### src/rtl/barrel_pkg.sv
// Shared definitions for the rotation datapath: FSM state encoding and
// width-generic single-bit rotate helpers used by both barrel stages.
package barrel_pkg;

  // Widest word the rotate helpers handle; callers cast to and from this.
  localparam int unsigned MAX_W = 64;

  // FSM state encoding for the serial rotate engines.
  typedef logic [1:0] state_t;
  localparam state_t ST_IDLE   = 2'd0;
  localparam state_t ST_ROTATE = 2'd1;
  localparam state_t ST_HOLD   = 2'd2;

  // Rotate the low w bits of v right by one; bits above w come back as zero.
  function automatic logic [MAX_W-1:0] rotr1(input logic [MAX_W-1:0] v,
                                             input int unsigned w);
    logic [MAX_W-1:0] mask;
    logic [MAX_W-1:0] wrap;
    mask = (w >= MAX_W) ? {MAX_W{1'b1}} : ((64'd1 << w) - 64'd1);
    wrap = {{(MAX_W-1){1'b0}}, v[0]} << (w - 32'd1);
    rotr1 = ((v & mask) >> 1) | wrap;
  endfunction

  // Rotate the low w bits of v left by one; bits above w come back as zero.
  function automatic logic [MAX_W-1:0] rotl1(input logic [MAX_W-1:0] v,
                                             input int unsigned w);
    logic [MAX_W-1:0] mask;
    logic [MAX_W-1:0] wrap;
    mask = (w >= MAX_W) ? {MAX_W{1'b1}} : ((64'd1 << w) - 64'd1);
    wrap = {{(MAX_W-1){1'b0}}, v[w-32'd1]};
    rotl1 = ((v << 1) | wrap) & mask;
  endfunction

endpackage

### src/rtl/barrel_unrotate_serial.sv
// Iterative rotate-right engine: undoes a left rotation one bit per clock,
// then holds the recovered word on a valid/ready output.
module barrel_unrotate_serial
  import barrel_pkg::*;
#(
  parameter int WIDTH = 4,
  parameter int SHW   = $clog2(WIDTH)
) (
  input  logic             clk,
  input  logic             reset,
  input  logic             in_valid,
  output logic             in_ready,
  input  logic [WIDTH-1:0] in_data,
  input  logic [SHW-1:0]   in_amount,
  output logic             out_valid,
  input  logic             out_ready,
  output logic [WIDTH-1:0] out_data,
  output logic             busy
);

  state_t           state_r;
  logic [WIDTH-1:0] data_r;
  logic [SHW-1:0]   count_r;
  logic             accept_s;
  logic [SHW-1:0]   amount_mod_s;

  // Reduce the requested amount mod WIDTH so non-power-of-two widths wrap correctly.
  always_comb begin
    amount_mod_s = SHW'(32'(in_amount) % 32'(WIDTH));
  end

  // Handshake decode from the current state; HOLD can drain and accept in one cycle.
  always_comb begin
    in_ready  = 1'b0;
    out_valid = 1'b0;
    busy      = 1'b0;
    case (state_r)
      ST_IDLE: begin
        in_ready = 1'b1;
      end
      ST_ROTATE: begin
        busy = 1'b1;
      end
      ST_HOLD: begin
        out_valid = 1'b1;
        in_ready  = out_ready;
      end
      default: begin
        in_ready = 1'b0;
      end
    endcase
  end

  assign accept_s = in_valid && in_ready;
  assign out_data = data_r;

  // FSM, down-counter and data register: load on accept, rotate right once per cycle.
  always_ff @(posedge clk) begin
    if (reset) begin
      state_r <= ST_IDLE;
      data_r  <= {WIDTH{1'b0}};
      count_r <= {SHW{1'b0}};
    end else if (accept_s) begin
      data_r  <= in_data;
      count_r <= amount_mod_s;
      state_r <= (amount_mod_s == {SHW{1'b0}}) ? ST_HOLD : ST_ROTATE;
    end else begin
      case (state_r)
        ST_IDLE: begin
          state_r <= ST_IDLE;
        end
        ST_ROTATE: begin
          data_r  <= WIDTH'(rotr1(MAX_W'(data_r), WIDTH));
          count_r <= count_r - SHW'(1);
          // A zero count here cannot occur legally; treat it as done rather than spin.
          if (count_r <= SHW'(1)) begin
            state_r <= ST_HOLD;
          end else begin
            state_r <= ST_ROTATE;
          end
        end
        ST_HOLD: begin
          if (out_ready) begin
            state_r <= ST_IDLE;
          end else begin
            state_r <= ST_HOLD;
          end
        end
        default: begin
          state_r <= ST_IDLE;
        end
      endcase
    end
  end

endmodule

### config.mk
export PLATFORM = sky130hd
export DESIGN_NAME = barrel_unrotate_serial
export DESIGN_NICKNAME = d
export VERILOG_FILES = /design/src/rtl/barrel_pkg.sv /design/src/rtl/barrel_unrotate_serial.sv
export SDC_FILE = /design/constraint.sdc
export NUM_CORES = 1
export LEC_CHECK = 0
export ABC_AREA = 1
export CORE_AREA = 2 2 39 41
export DETAILED_ROUTE_END_ITERATION = 16
export DIE_AREA = 0 0 41 43
export DONT_BUFFER_PORTS = 1
export GPL_TIMING_DRIVEN = 0
export SYNTH_ARGS = -nofsm -noshare
export SYNTH_HDL_FRONTEND = slang
export SYNTH_SLANG_ARGS = --single-unit
export TNS_END_PERCENT = 10
### constraint.sdc
create_clock -name clk -period 1.35 [get_ports clk]
set_clock_uncertainty 0.15 [all_clocks]
set_input_delay 0.27 -clock clk [delete_from_list [all_inputs] [get_ports clk]]
set_output_delay 0.27 -clock clk [all_outputs]
set_load 0.005 [all_outputs]
==> results.txt <==
----------------------------------------------------
[Global routing]
  Global-route usage over all layers ... 14.0%
  Via count of the first global-routing pass ... 416
  First-pass GRT wire length ... 1640 um
  Antenna violations before repair ... 0
  Pin count of the biggest net entering global routing ... 11
  Aggregate global routing overflow ... 0

[Yosys]
  Adder-Cell Fraction of Synth Area ... 9.73%
  Area share of and/or/nand/nor cells after synthesis ... 37.7%
  Flops & latches, synth ... 8
  Post-Syn Area ... ~500 sq um
  Synth warn ... 0
  Largest family of logic cells by synthesized area ... simple AND/OR/NAND/NOR gates
  Share of cell area taken by muxes after synthesis ... 0%
  Synth Area in Compound Gates ... 10.7%
  Synth unique cells ... 19
  Mapped Avg Cell Area ... 7.45 sq um
  Syn nets ... slightly above 80
  Sequential cell area fraction in the yosys report ... 31.1%
  XOR/XNOR share of the synthesized area ... 1.70%
  Post-Syn Instances ... 69

[Placed design]
  Post-DP Area ... around 540 sq um
  Dpl cells ... 85
  GP Congestion ... roughly 0.74
  HPWL reported at the end of detailed placement ... roughly 770 um
  IO buf count ... 0

[Clock tree]
  Sinks on the clock net ... 8
  Clock-pin slew of the registers on the worst-case setup and hold paths ... about 0.060 ns
  Buffers from clock root to sink, at most ... 2
  H-tree levels ... 1
  Number of buffers created by CTS ... 3
  Clock tree from TritonCTS ... yes
  Root Driver ... sky130_fd_sc_hd__clkbuf_4
  Insertion delay to the later sink of the worst-skew pair ... 0.26 ns
  Post-CTS repair timing setup buffer count ... 0

[Worst setup path]
  CP Cell Sequence ... inv_2 > ha_2 > inv_2 > nand2_8
  Slowest cell on the critical path ... sky130_fd_sc_hd__dfxtp_2
  Cell count of the worst reg-to-reg path ... 9
  Startpoint Class ... flop
  Worst-path fanout max ... 8
  Critical path buffers and inverters ... 2
  Logic depth of the worst path, buffers included ... 4
  Largest incremental delay on the critical path ... 0.35 ns
  Required time of the worst setup path ... 0.93 ns
  Top cell family by delay on the critical path ... flip-flops
  Critical Path End Type ... output pin
  Critical path class ... flop to output pin
  Library cell appearing most often on the critical path ... sky130_fd_sc_hd__inv_2
  Crit path arrival time ... 0.99 ns

[Timing]
  Number of hold violations in the final report ... 0
  Post-route worst setup slack ... -0.0557 ns
  Achievable frequency ... 0.711 GHz
  RSZ-0062 raised after global routing ... yes
  Final critical path time including I/O delays and setup ... 1.41 ns
  Final Cycle Share ... 104%
  Worst relative slew slack ... 71.1%
  Slew Viols, Final ... 0
  Number of setup violations in the final report ... 6
  Worst slew pin tran ... 0.433 ns

[Drt]
  Drc violations ... 0
  Detailed-router iteration count before antenna repair ... 4
  Average vias per placed instance ... roughly 5.2
  DRT iter0 DRCs ... 7
  Wire length reported by the detailed router ... ~1100 um
  Count of antenna-violating nets left after detailed routing ... 0
  Detailed-route via count ... between 400 and 500
  Routed wire per std cell ... 12.2 um

[Floorplanning]
  I/O pin total ... 17
  Initial standard-cell utilization of the core ... 37.2%
  Floorplan die width ... 41 um
  Total die area ... between 0.0015 and 0.002 sq mm
  Die height ... 43 um
  Core box area ... 0.00138 sq mm
  # rows ... 14

[Finish]
  Ant. Diodes ... 0
  Area growth from synthesis to final layout ... 25.5%
  Post-layout instance area ... 646 sq um
  Final std cells w/o fill ... between 80 and 90
  Final cell utilization of the core ... 46.7%
  Total Nets Final ... 89
  Proportion of layout cells with a drive suffix above 1 ... about a third

[Power and ir drop]
  Static Leak ... 0.264 nW
  Maximum vdd drop ... roughly 0.00057 V
  Pwr dens ... 989 mW/mm^2

[Outcome]
  Status ... finished with violations
  Violations in the final reports ... negative setup slack

[Hold path]
  Worst hold path type ... primary input to flop
  Cell depth of the worst min-delay path ... 2

[Flow run]
  Max_cap viols ... 0

----------------------------------------------------
==> path summary, 6_finish.rpt <==
kind | end | slack, ns | from
worst max register to register | count_r[1]$_SDFFE_PP0P_ | -0.04 | state_r[1]$_SDFF_PP0_
worst max-delay path | in_ready | -0.06 | state_r[1]$_SDFF_PP0_
worst min-delay path | count_r[0]$_SDFFE_PP0P_ | 0.05 | in_amount[0]
worst min register to register | out_data[1]$_SDFFE_PP0P_ | 0.36 | out_data[1]$_SDFFE_PP0P_
==> placed cells by master, fill, tap and decap left out <==
cell type                   count
sky130_fd_sc_hd__a21oi_1        5
sky130_fd_sc_hd__a21oi_2        3
sky130_fd_sc_hd__and2_1         1
sky130_fd_sc_hd__buf_1          1
sky130_fd_sc_hd__buf_6          1
sky130_fd_sc_hd__buf_8          1
sky130_fd_sc_hd__clkbuf_16      1
sky130_fd_sc_hd__clkbuf_4       3
sky130_fd_sc_hd__dfxtp_1        6
sky130_fd_sc_hd__dfxtp_2        2
sky130_fd_sc_hd__ha_1           2
sky130_fd_sc_hd__ha_2           1
sky130_fd_sc_hd__ha_4           1
sky130_fd_sc_hd__inv_1          3
sky130_fd_sc_hd__inv_2          4
sky130_fd_sc_hd__nand2_1       15
sky130_fd_sc_hd__nand2_2        4
sky130_fd_sc_hd__nand2_4        1
sky130_fd_sc_hd__nand2_8        2
sky130_fd_sc_hd__nand3_1        6
sky130_fd_sc_hd__nand3_2        1
sky130_fd_sc_hd__nand3b_1       5
sky130_fd_sc_hd__nand4_1        1
sky130_fd_sc_hd__nor2_1         1
sky130_fd_sc_hd__o21bai_1       1
sky130_fd_sc_hd__xnor2_1        1
==> cell type report <==
type | instances | area [sq um]
plain buffers | 3 | 30.0
clock buffers | 3 | 22.5
fillers | 141 | 738
inverters | 7 | 26.3
multi-input cells | 51 | 359
flip-flops and latches | 8 | 163
well taps | 16 | 20.0
repair buffers | 1 | 25.0
==> stage by stage <==
step / setup WS (ns) / TNS [ns] / hold slack [ns] / total power [mW]
floorplan: 0.0148 / 0 / 0.299 / 0.391
global placement: -0.0604 / -0.393 / 0.302 / 0.412
detailed placement: -0.0872 / -0.567 / 0.312 / 0.414
CTS: -0.0410 / -0.138 / 0.0459 / 0.610
global route: -0.0948 / -0.682 / 0.0743 / 0.678
finish: -0.0557 / -0.160 / 0.0514 / 0.639
==> synth_stat cells <==
master	instances	area (sq um)
sky130_fd_sc_hd__nand3_1	7	35.0
sky130_fd_sc_hd__ha_1	4	50.1
sky130_fd_sc_hd__inv_1	5	18.8
sky130_fd_sc_hd__nor2_1	1	3.75
sky130_fd_sc_hd__buf_2	1	5.00
sky130_fd_sc_hd__nand3b_1	5	37.5
sky130_fd_sc_hd__inv_2	2	7.51
sky130_fd_sc_hd__nand4_1	1	6.26
sky130_fd_sc_hd__dfxtp_1	8	160
sky130_fd_sc_hd__buf_1	1	3.75
sky130_fd_sc_hd__xnor2_1	1	8.76
sky130_fd_sc_hd__nand2_1	17	63.8
sky130_fd_sc_hd__o21bai_1	1	7.51
sky130_fd_sc_hd__a21oi_1	6	30.0
sky130_fd_sc_hd__and2_1	1	6.26
sky130_fd_sc_hd__nand2_2	3	18.8
sky130_fd_sc_hd__buf_6	1	11.3
sky130_fd_sc_hd__a21oi_2	2	17.5
sky130_fd_sc_hd__nand2_4	2	22.5
==> logic make-up after synthesis <==
logic type,count (synthesis)
compound gates,9
xor+xnor,1
fa+ha+maj,4
buf+inv,10
flops,8
simple gates,37
==> power breakdown <==
group,switching (mW),internal (mW),total [mW]
Sequential,0.0194,0.259,0.279
Clock,0.0878,0.102,0.190
Combinational,0.0904,0.0796,0.170
Total,0.198,0.441,0.639
==> worst register-to-register path, stage by stage, from the launching register on <==
cell and delay (ns):
sky130_fd_sc_hd__dfxtp_2 0.35, sky130_fd_sc_hd__inv_2 0.05, sky130_fd_sc_hd__ha_2 0.16, sky130_fd_sc_hd__inv_2 0.09, sky130_fd_sc_hd__nand2_8 0.09, sky130_fd_sc_hd__nand2_8 0.10, sky130_fd_sc_hd__clkbuf_16 0.14, sky130_fd_sc_hd__nand2_2 0.04
sky130_fd_sc_hd__nand2_2 0.06, sky130_fd_sc_hd__a21oi_2 0.05
==> registers in the layout, indices dropped and copies added, names as in the netlist <==
register and flops:
count_r 2, out_data 4, state_r 2
==> timing repair <==
item	4_1_cts	5_1_grt
pin swaps	4	5
gates resized for setup	8	8
hold endpoints to repair	0	0
setup endpoints to repair	9	9
gates cloned	0	1
hold buffers	0	0
==> routing by layer <==
metal	wire length [um]	share of wire, %	global-route usage [%]
met2	565	52	21.9
met5	0	0	0
met3	90	8.3	5.24
met4	20	1.8	8.00
met1	409	38	15.4
Note: power is estimated with default switching activity, not from simulation.
